==> src/rtl/sign_ex_pkg.sv <==
`default_nettype none
// +----------------------------------------------------------------------+
// | Module   : sign_ex_pkg                                               |
// | Purpose  : Shared constants for the operand extension unit:          |
// |            ext_op encodings and the fixed input/output widths.       |
// | Ports    : none (package)                                            |
// | Revision : 1.0  initial release                                      |
// +----------------------------------------------------------------------+
package sign_ex_pkg;

    localparam int IN_W  = 16;
    localparam int OUT_W = 32;

    // ext_op encodings; 3'b110 and 3'b111 are reserved.
    localparam logic [2:0] EXT_SEXT16 = 3'b000;
    localparam logic [2:0] EXT_ZEXT16 = 3'b001;
    localparam logic [2:0] EXT_LUI    = 3'b010;
    localparam logic [2:0] EXT_SEXT8  = 3'b011;
    localparam logic [2:0] EXT_ZEXT8  = 3'b100;
    localparam logic [2:0] EXT_BRANCH = 3'b101;

endpackage : sign_ex_pkg
`default_nettype wire

==> src/rtl/sign_ex_comb.sv <==
`default_nettype none
// +----------------------------------------------------------------------+
// | Module   : sign_ex_comb                                              |
// | Purpose  : Purely combinational 16->32 bit extension function.       |
// | Ports    : wirein  [15:0] in  - value to extend                      |
// |            ext_op  [2:0]  in  - extension mode                       |
// |            ext_val [31:0] out - extended value                       |
// |            illegal        out - ext_op is a reserved encoding        |
// | Revision : 1.0  initial release                                      |
// +----------------------------------------------------------------------+
module sign_ex_comb
    import sign_ex_pkg::*;
(
    input  logic [IN_W-1:0]  wirein,
    input  logic [2:0]       ext_op,
    output logic [OUT_W-1:0] ext_val,
    output logic             illegal
);

    always_comb begin
        // Reserved encodings fall back to the SEXT16 result.
        ext_val = {{16{wirein[15]}}, wirein};
        illegal = 1'b0;
        case (ext_op)
            EXT_SEXT16: ext_val = {{16{wirein[15]}}, wirein};
            EXT_ZEXT16: ext_val = {16'h0000, wirein};
            EXT_LUI:    ext_val = {wirein, 16'h0000};
            EXT_SEXT8:  ext_val = {{24{wirein[7]}}, wirein[7:0]};
            EXT_ZEXT8:  ext_val = {24'h000000, wirein[7:0]};
            // Sign-extend then shift left by 2; the top two sign bits fall off.
            EXT_BRANCH: ext_val = {{14{wirein[15]}}, wirein, 2'b00};
            default:    illegal = 1'b1;
        endcase
    end

endmodule : sign_ex_comb
`default_nettype wire

==> src/rtl/sign_ex.sv <==
`default_nettype none
// +----------------------------------------------------------------------+
// | Module   : sign_ex                                                   |
// | Purpose  : Registered immediate / load-data extension unit.          |
// |            One-cycle latency, one result per cycle.                  |
// | Ports    : clk            in  - system clock (rising edge)           |
// |            rst_n          in  - synchronous active-low reset         |
// |            wirein  [15:0] in  - value to extend                      |
// |            ext_op  [2:0]  in  - extension mode                       |
// |            in_valid       in  - qualifies wirein / ext_op            |
// |            wireout [31:0] out - registered extended result           |
// |            out_valid      out - wireout loaded on the previous edge  |
// |            op_err         out - last accepted ext_op was reserved    |
// | Revision : 1.0  initial release                                      |
// +----------------------------------------------------------------------+
module sign_ex
    import sign_ex_pkg::*;
(
    input  logic             clk,
    input  logic             rst_n,
    input  logic [IN_W-1:0]  wirein,
    input  logic [2:0]       ext_op,
    input  logic             in_valid,
    output logic [OUT_W-1:0] wireout,
    output logic             out_valid,
    output logic             op_err
);

    logic [OUT_W-1:0] w_ext_val;
    logic             w_illegal;

    logic [OUT_W-1:0] r_wireout;
    logic             r_out_valid;
    logic             r_op_err;

    sign_ex_comb u_comb (
        .wirein  (wirein),
        .ext_op  (ext_op),
        .ext_val (w_ext_val),
        .illegal (w_illegal)
    );

    // Reset wins over in_valid, so a result in flight at a reset edge is dropped.
    // Idle cycles keep the last result and error flag; only out_valid drops.
    always_ff @(posedge clk) begin
        if (!rst_n) begin
            r_wireout   <= '0;
            r_out_valid <= 1'b0;
            r_op_err    <= 1'b0;
        end else if (in_valid) begin
            r_wireout   <= w_ext_val;
            r_out_valid <= 1'b1;
            r_op_err    <= w_illegal;
        end else begin
            r_out_valid <= 1'b0;
        end
    end

    assign wireout   = r_wireout;
    assign out_valid = r_out_valid;
    assign op_err    = r_op_err;

endmodule : sign_ex
`default_nettype wire

==> config.mk <==
export PLATFORM = sky130hd
export DESIGN_NAME = sign_ex
export DESIGN_NICKNAME = d
export VERILOG_FILES = /design/src/rtl/sign_ex_pkg.sv /design/src/rtl/sign_ex_comb.sv /design/src/rtl/sign_ex.sv
export SDC_FILE = /design/constraint.sdc
export NUM_CORES = 1
export LEC_CHECK = 0
export CORE_MARGIN = 4
export CORE_UTILIZATION = 51
export DETAILED_ROUTE_END_ITERATION = 10
export PLACE_DENSITY = 0.91
export SLEW_MARGIN = 40
export SYNTH_ARGS = -nofsm -noshare
export SYNTH_HDL_FRONTEND = slang
export SYNTH_HIERARCHICAL = 1
export SYNTH_SLANG_ARGS = --single-unit
export TNS_END_PERCENT = 10
==> constraint.sdc <==
create_clock -name clk -period 5.1 [get_ports clk]
set_input_delay 1.53 -clock clk [delete_from_list [all_inputs] [get_ports clk]]
set_output_delay 1.53 -clock clk [all_outputs]
set_load 0.1 [all_outputs]
### Word-level counts from Yosys, hierarchy flattened

Cells that the tools add are included.

* equality and inequality tests: 5
* muxes and demuxes: 3
* reductions and logical operators: 2

Operator list (number)
* one-hot mux 32 bit (5 select lines): 1
* equality test 3 x 2 -> 1 bit, second input constant: 2
* equality test 3 bit, second input constant: 2
* OR reduction 6 bit: 1
* equality test 3 x 1 -> 1 bit, second input constant: 1
* zero test 3 bit: 1
* two-way mux 1 bit: 2

* flip-flop bits (word level): 34
* bits of input ports: 22
* logic and storage cells: 13

### Depth between registers and ports, before layout

* word-level depth: 3
* mapped depth: 7
* depth with buffers taken out: 6

### Cells and area by module

The synthesis kept the hierarchy.

Modules (own cells, without submodules)
* sign_ex: times used 1, cells each 108, area each 1306.3 um2
* sign_ex_comb: times used 1, cells each 98, area each 611.8 um2

### Least setup slack after synthesis

No wires, ideal clock.

* path kind: in2reg
* start: in ext_op[1]
* end: reg r_wireout[18] (netlist: wireout[18])
* arrival: 2.762 ns
* data required time: 4.980 ns
* setup slack: 2.218 ns
* stages on the path: 7
* cells stage by stage: ha_1 and4b_1 o21ai_1 buf_2 nand3_1 mux2i_1 nor2b_1

* word-level cells in the longest chain between the ends: 2
* elaborated cells between the ends (all ways): 6

RTL lines
* start, declared: line sign_ex.sv:22 `input logic [2:0] ext_op,`
* equality test 3 bit (tied with other cells): line sign_ex_comb.sv:24 `case (ext_op)`
* one-hot mux 32 bit (5 select lines) *: line sign_ex_comb.sv:24
* net w_ext_val[18]: line sign_ex.sv:29 `logic [OUT_W-1:0] w_ext_val;`
* end signal, assigned: line sign_ex.sv:51 `r_wireout <= w_ext_val;`
* end, declared: line sign_ex.sv:32 `logic [OUT_W-1:0] r_wireout;`

The timed path passes the listed nets; every way through them passes the cells marked *.
A chain may end at the register's enable or synchronous reset.

### Final worst setup path

* start: in ext_op[2]
* end: reg r_wireout[31] (netlist: wireout[31])

The elaborated chain is that of the path after synthesis.

==> run_results.csv <==
group,metric,value,unit
place,dpl.hpwl,2.99,mm
clock_network,cts.sinks,34,
final_layout,regArea,681,um2
logic_synthesis,synth_area,1920,um2
final_layout,drive_gt1_share,18.9,%
logic_synthesis,yosysTopAreaCell,"dfxtp_1",
place,io_buffers,55,
logic_synthesis,synth_cells,206,
floorplan,die_w,69.3,um
final_layout,layout.nets,276,
final_layout,multi_input_area,1100,um2
power_and_ir_drop,pwr-share-comb,34.9,%
route,totalWireLength,4.27,mm
sta,maxClockFrequency,271,MHz
sta,setup_tns,0,ns
logic_synthesis,synth_compound_area_share,14.4,%
sta,clock_skew,0,ns
setup_path,startpoint_type,"primary input",
setup_path,worstSetupPathType,"in2reg",
setup_path,critPathLaunch,"ext_op[2]",
logic_synthesis,synth_edf_count,0,
floorplan,die-area,4810,um2
clock_network,hold_buffers,0,
global_route,antenna_found_initial,0,
global_route,grt_first_pass_wirelength,7.25,mm
run_status,outcome,"finished, final reports clean",
logic_synthesis,synthSimpleGateAreaFrac,23.8,%
clock_network,cts_resized,0,
power_and_ir_drop,power,758,uW
logic_synthesis,yosys_warnings,6,
sta,final_max_slew_viol_count,0,
logic_synthesis,synth_ff_type,"dfxtp_1",
sta,timing.final.crit_period,3.70,ns
power_and_ir_drop,clkPwrFrac,26.6,%
route,drtIter0Drc,135,
global_route,grt_max_degree,35,
flow_run,maxCapViolCount,0,
sta,period_share,72.5,%
logic_synthesis,synthDistinctLibCells,31,
clock_network,clk_path_buf_depth,2,
global_route,grt_use_total,18.3,%
logic_synthesis,yosysSeqAreaShare,35.5,%
power_and_ir_drop,ir_drop,0.000228,V
logic_synthesis,async_reset_ff_share,0,%
sta,slew_headroom,63.7,%
route,drt_first_pass_iters,4,
final_layout,syn2layout_area_growth,20.8,%
setup_path,arrival,3.87,ns
route,wire_per_inst,14.1,um
route,vias_per_cell,5.25,
logic_synthesis,syn_area_per_cell,9.31,um2
logic_synthesis,synthAdderAreaFrac,0.652,%
clock_network,cts_root_buf,"clkbuf_8",
logic_synthesis,muxShareOfSynthArea,18.3,%
logic_synthesis,synth_top_family_by_area,"simple AND/OR/NAND/NOR gates",
logic_synthesis,synth_top_area_share,35.5,%
clock_network,cts_tree,"yes",
min_path,holdPathStages,2,
route,vias,1586,
sta,hold_slack,0.515,ns
setup_path,reg2reg_to,"wireout[17]",
setup_path,worst_r2r_path_depth,2,
clock_network,numCtsBuffers,5,
logic_synthesis,syn-num-nets,229,
floorplan,die_h,69.3,um
sta,finalHoldViolCount,0,
global_route,grt-ovfl-total,0,
logic_synthesis,yosys_register_bits,34,
sta,worstMarginPinSlew,0.541,ns
setup_path,r2r-start,"wireout[17]",
power_and_ir_drop,p_leak,0.00107,uW
power_and_ir_drop,switching_share,39.1,%
floorplan,rows,22,
min_path,hold_start,"wireout[18]",
place,gp_congestion,0.760,
global_route,grt_pass1_vias,1451,
floorplan,core_area,3660,um2
setup_path,cp.required,5.28,ns
route,ant_nets,0,
clock_network,h-tree-depth,2,
power_and_ir_drop,power.share.sequential,38.5,%
route,route.detailed.drc,0,
setup_path,reg2reg_slack,4.47,ns
clock_network,clk_pin_slew_worst_paths,0.07,ns
logic_synthesis,netlist_top_cells_area,"dfxtp_1 35%, mux2i_1 18%, nor2b_1 11%, o2bb2ai_1 6.4%, a21oi_1 3.4%",
min_path,hold_end,"wireout[18]",
power_and_ir_drop,pwr_density_cell,327,nW/um2
power_and_ir_drop,switchingPower,297,uW
sta,rsz0062_at_grt,"no",
clock_network,cts_setup_buffers,0,
floorplan,io_pins,56,
clock_network,clk_latency,0.28,ns
min_path,hp-class,"reg2reg",
setup_path,crit_path_end_kind,"register",
logic_synthesis,synth-xor-area-share,0,%
power_and_ir_drop,intPower,461,uW
floorplan,start_util,52.4,%
final_layout,fillers,321,
final_layout,diodes,0,
setup_path,path_max_fanout,15,
sta,setup_viol,0,
==> cell type report <==
| cell class | instances | area share (%) |
|---|---|---|
| Timing Repair Buffer | 55 | 16.1 |
| Clock buffer | 7 | 3.73 |
| Clock inverter | 1 | 0.216 |
| Tap cell | 48 | 2.59 |
| Inverter | 3 | 0.486 |
| Multi-Input combinational cell | 154 | 47.5 |
| Sequential cell | 34 | 29.4 |
==> logic make-up after synthesis <==
kind of cell    Yosys count
compound gates           39
mux                      35
fa+ha+maj                 1
buf+inv                  18
flops                    34
simple gates             79
==> power groups by stage <==
stage / Combinational, uW / Sequential [uW] / Clock (uW)
floorplan: 90.6 / 424 / 0
global placement: 279 / 298 / 0
detailed placement: 264 / 297 / 0
CTS: 265 / 292 / 206
global route: 280 / 294 / 225
finish: 265 / 292 / 202
==> synthesized netlist by cell type, types with 2 or more instances <==
library cell	count
inv_1	2
o21a_1	2
o21ai_1	2
o2bb2ai_1	14
clkbuf_1	5
and3b_1	2
nand2_1	14
mux2i_1	34
buf_2	4
nand2b_1	3
nor2_1	2
a21oi_1	13
buf_6	2
and3_1	6
dfxtp_1	34
buf_12	3
o21ai_0	3
and4b_1	2
nand3_1	13
nor2b_1	35
==> metal layers <==
metal,track usage (%),part of all wire (%),wire length (um),vias to the layer above
li1,-,-,-,827
met3,6.38,6.5,276,6
met1,26.3,49,2080,699
met2,25.5,44,1870,54
met5,0,0,0,-
met4,5.64,1.1,46,0
==> worst max-delay path: stages <==
cell and delay (ns):
clkdlybuf4s50_1 0.71, ha_1 0.45, and4b_1 0.29, o21ai_2 0.44
o311ai_0 0.23, mux2i_1 0.17, nor2b_1 0.06
==> flip-flops by register name, summed over array words and instances (netlist names) <==
signal     flops
wireout       32
op_err         1
out_valid      1
==> layout by cell type, fill, tap and decap left out <==
cell / count
buf_4: 1
o21ai_2: 2
nand2_1: 14
and4bb_2: 1
and2_1: 1
o21ai_4: 1
o21ai_1: 1
ha_1: 1
dfxtp_1: 34
nor2_1: 2
mux2_2: 1
and3b_1: 2
o311ai_0: 1
mux2i_1: 34
nor2b_1: 35
nand3_1: 13
inv_1: 2
clkdlybuf4s50_1: 19
and3_1: 6
buf_2: 35
clkinv_1: 1
clkinv_2: 1
a31oi_1: 1
nand2b_1: 3
clkbuf_1: 1
o2bb2ai_1: 14
a21oi_1: 13
and4b_1: 2
o21a_1: 2
o21ai_0: 3
a32oi_1: 1
clkbuf_8: 6
==> stage by stage <==
step / worst slack [ns] / cells / util [%] / instance area (um2)
after floorplan: 2.22 / 206 / - / 1920
after global placement: 0.959 / 294 / 65.4 / 2390
after detailed placement: 0.900 / 294 / 60.7 / 2220
after CTS: 1.16 / 302 / 63.2 / 2310
after global routing: 1.23 / 302 / 63.3 / 2320
final: 1.40 / 302 / 63.3 / 2320
==> worst max-delay path by stage <==
| stage | to | cells after the start |
|---|---|---|
| floorplan | wireout[18] | 7 |
| global placement | wireout[31] | 7 |
| detailed placement | wireout[31] | 7 |
| CTS | wireout[31] | 7 |
| global route | wireout[24] | 7 |
| finish | wireout[31] | 7 |
(Power assumes the default switching activity.)
==> edit 1 (same settings) <==
Make the reset (`rst_n`) asynchronous in one clocked block. Comments in the files are not updated.
--- a/src/rtl/sign_ex.sv
+++ b/src/rtl/sign_ex.sv
@@ -43,5 +43,5 @@
     // Reset wins over in_valid, so a result in flight at a reset edge is dropped.
     // Idle cycles keep the last result and error flag; only out_valid drops.
-    always_ff @(posedge clk) begin
+    always_ff @(posedge clk or negedge rst_n) begin
         if (!rst_n) begin
             r_wireout   <= '0;
Check against the original RTL: differs if rst_n is asserted again (counterexample within 4 cycles, from zero or initial values and one cycle with rst_n low); with rst_n held inactive, the same outputs for 10 cycles.
==> edit 1 against the original RTL <==
Area after synthesis increased by 5.2%. Non-clock buffer count rose by 1. Cell area up 4.8%. Routed wire length increased by 1.7%. Power grew 33%. Sequential power rose by 14%. Sequential cell count did not move. Setup slack improved by 6.0 ps.
==> edit 1: results <==
{
  "grt_util_met1_pct": 25.7,
  "gr-usage-met2_pct": 26.5,
  "wl_met2_mm": 2.02,
  "cp-endpoint": "wireout[16]",
  "r2r.worst_path.cells": 1,
  "drt-initial-drc-count": 94,
  "via_count": 1473,
  "grtUsageTotal_pct": 17.7,
  "routed_wl_mm": 4.34,
  "cp.arrival_ps": 3860,
  "place_inst": 261,
  "ir_drop_mv": 0.267,
  "synth_nets": 192,
  "met3_length_um": 226,
  "vias_per_cell": 5.50,
  "drive_gt1_share_pct": 36.8,
  "outcome": "finished clean",
  "p_switching_uw": 494,
  "slew_headroom_pct": 61.4,
  "dpl.hpwl_mm": 3.19,
  "gp_congestion": 0.805,
  "synth.avg_cell_area_sq_um": 11.9,
  "layout.nets": 243,
  "clkPwrFrac_pct": 18.0,
  "grt_pass1_vias": 1402,
  "wl_met1_mm": 2.05,
  "synthTopCellsByCount": "34 x dfrtp_1, 30 x mux2_4, 14 x nand2_1, 14 x o2bb2ai_1",
  "fillers": 327,
  "placedInstanceArea_sq_um": 2350,
  "async_flop_share_pct": 100,
  "use_met3_pct": 4.26,
  "ff2ff_setup_slack_ps": 4320
}
==> edit 1: final cells by class <==
cell class                      instances  area (sq um)  area share [%]
Inverter                                3          11.3           0.464
Clock inverter                          2          10.0           0.412
Clock buffer                            5          68.8            2.83
Multi-Input combinational cell        120          1040            42.9
Sequential cell                        34           851            35.0
Tap cell                               48          60.1            2.47
Timing Repair Buffer                   56           385            15.9
==> edit 1: metrics by stage <==
| stage | setup WS, ps | utilization (%) |
|---|---|---|
| floorplan | 2140 | - |
| global placement | 942 | 67.1 |
| detailed placement | 860 | 62.7 |
| CTS | 1170 | 64.8 |
| global route | 1250 | 64.9 |
| finish | 1410 | 64.9 |
==> edit 1: worst min-delay path by stage <==
stage	start	endpoint	slack, ps	cells past startpoint
after global routing	wireout[10]	wireout[10]	530	1
after floorplan	op_err	op_err	1190	1
after global placement	op_err	op_err	490	1
final	wireout[13]	wireout[13]	510	1
after detailed placement	wireout[16]	wireout[16]	490	1
after CTS	wireout[0]	wireout[0]	510	1
==> edit 1: worst max-delay path: stages <==
cell and delay, ps:
clkdlybuf4s50_1 580, ha_1 600, clkinv_1 340, o21ai_0 190
mux2_2 360, mux2_4 250
==> edit 1: power by group through the flow <==
stage               clock network, uW  logic, uW  registers [uW]
detailed placement                  0        499             336
CTS                               188        500             332
finish                            183        498             332
global route                      200        515             337
floorplan                           0        120             629
global placement                    0        532             337
==> edit 1: cells by family (layout without fill, tap and decap cells) <==
kind of cell               count (synthesis)  in the layout  synth area share [%]
AOI/OAI and AO/OA                         39             39                  13.7
adders and majority gates                  1              1                 0.620
buffers and inverters                     15             66                  6.39
DFF                                       34             34                  42.2
muxes                                     35             35                  25.0
and+or+nand+nor                           45             45                  12.1
==> edit 2 (same settings) <==
Without the edit above. Add an input register stage for `wirein`, `ext_op` and `in_valid`, cleared by the reset; this delays them by one clock.
--- a/src/rtl/sign_ex.sv
+++ b/src/rtl/sign_ex.sv
@@ -27,4 +27,20 @@
 );
 
+    logic [IN_W-1:0] wirein_q;
+    logic [2:0] ext_op_q;
+    logic in_valid_q;
+
+    always_ff @(posedge clk) begin
+        if (!rst_n) begin
+            wirein_q   <= '0;
+            ext_op_q   <= '0;
+            in_valid_q <= '0;
+        end else begin
+            wirein_q   <= wirein;
+            ext_op_q   <= ext_op;
+            in_valid_q <= in_valid;
+        end
+    end
+
     logic [OUT_W-1:0] w_ext_val;
     logic             w_illegal;
@@ -35,6 +51,6 @@
 
     sign_ex_comb u_comb (
-        .wirein  (wirein),
-        .ext_op  (ext_op),
+        .wirein  (wirein_q),
+        .ext_op  (ext_op_q),
         .ext_val (w_ext_val),
         .illegal (w_illegal)
@@ -48,5 +64,5 @@
             r_out_valid <= 1'b0;
             r_op_err    <= 1'b0;
-        end else if (in_valid) begin
+        end else if (in_valid_q) begin
             r_wireout   <= w_ext_val;
             r_out_valid <= 1'b1;
Formal check against the unedited RTL: not equivalent (a bounded check fails within 4 cycles, from zero or initial values and one cycle with rst_n low).
==> edit 2 against the original RTL <==
Synthesized cell count is 20% higher. Routed wire length is 15% higher. Power is 11% higher. Cell area is 23% higher. Area after synthesis is 28% higher. Fmax is 41% higher. Sequential cell count is 20 higher. Die area is 25% higher. Highest routed layer unchanged. Via count is 17% higher. Setup slack better by 1100 ps. Global-route usage is 1.5 points lower.
==> edit 2: results <==
{
  "outcome": "finished clean",
  "r2r-end": "wireout[31]",
  "worstHoldStart": "wireout[22]",
  "startpoint": "wireout[29]",
  "max_freq_ghz": 0.381,
  "r2r.worst_path.cells": 6,
  "synth_nets": 271,
  "critPathMaxStageDelay_ps": 430,
  "synth.area.top_cells": "dfxtp_1 44%, mux2i_1 14%, nor2b_1 8.9%, and2_1 5.4%, o2bb2ai_1 5.0%",
  "ir_drop_mv": 0.211,
  "p_leak_uw": 0.00121,
  "p_switching_uw": 254,
  "synth_seq_area_share_pct": 44.1,
  "slew_headroom_pct": 62.4,
  "clkPwrFrac_pct": 26.8,
  "gr-usage-met2_pct": 26.5,
  "wl_met1_mm": 2.29,
  "cp-endpoint": "wireout[29]",
  "clk_pin_slew_worst_paths_ps": 90,
  "fin_worst_skew_ps": 6.59,
  "p_comb_uw": 157,
  "dpl.hpwl_mm": 3.58,
  "p_per_area_nw_per_um2": 295,
  "use_met3_pct": 4.17,
  "post-place-ws_ps": 2400
}
-- edit 2: cell types whose count changed after synthesis --
| cell | delta |
|---|---|
| and2_1 | +20 |
| dfxtp_1 | +20 |
| buf_2 | +2 |
-- edit 2: layout make-up --
type | count | area, sq um | area share, %
Sequential cell | 54 | 1080 | 38.0
Timing Repair Buffer | 56 | 388 | 13.6
Multi-Input combinational cell | 174 | 1230 | 42.9
Clock buffer | 6 | 72.6 | 2.54
Inverter | 3 | 11.3 | 0.394
Tap cell | 52 | 65.1 | 2.28
Clock inverter | 2 | 10.0 | 0.350
-- edit 2: per-stage QoR --
stage	instances	cell area, sq um
after floorplan	248	2450
after global placement	339	2940
after detailed placement	339	2770
after CTS	347	2850
after global routing	347	2860
final	347	2860
-- edit 2: logic make-up after synthesis --
kind of cell	after synthesis	share of synthesized area, %
AO/OA/AOI/OAI	39	11.3
flip-flops	54	44.1
buffers and inverters	20	6.12
adder cells (fa/ha/maj)	1	0.510
multiplexers	35	14.3
AND/OR/NAND/NOR	99	23.7
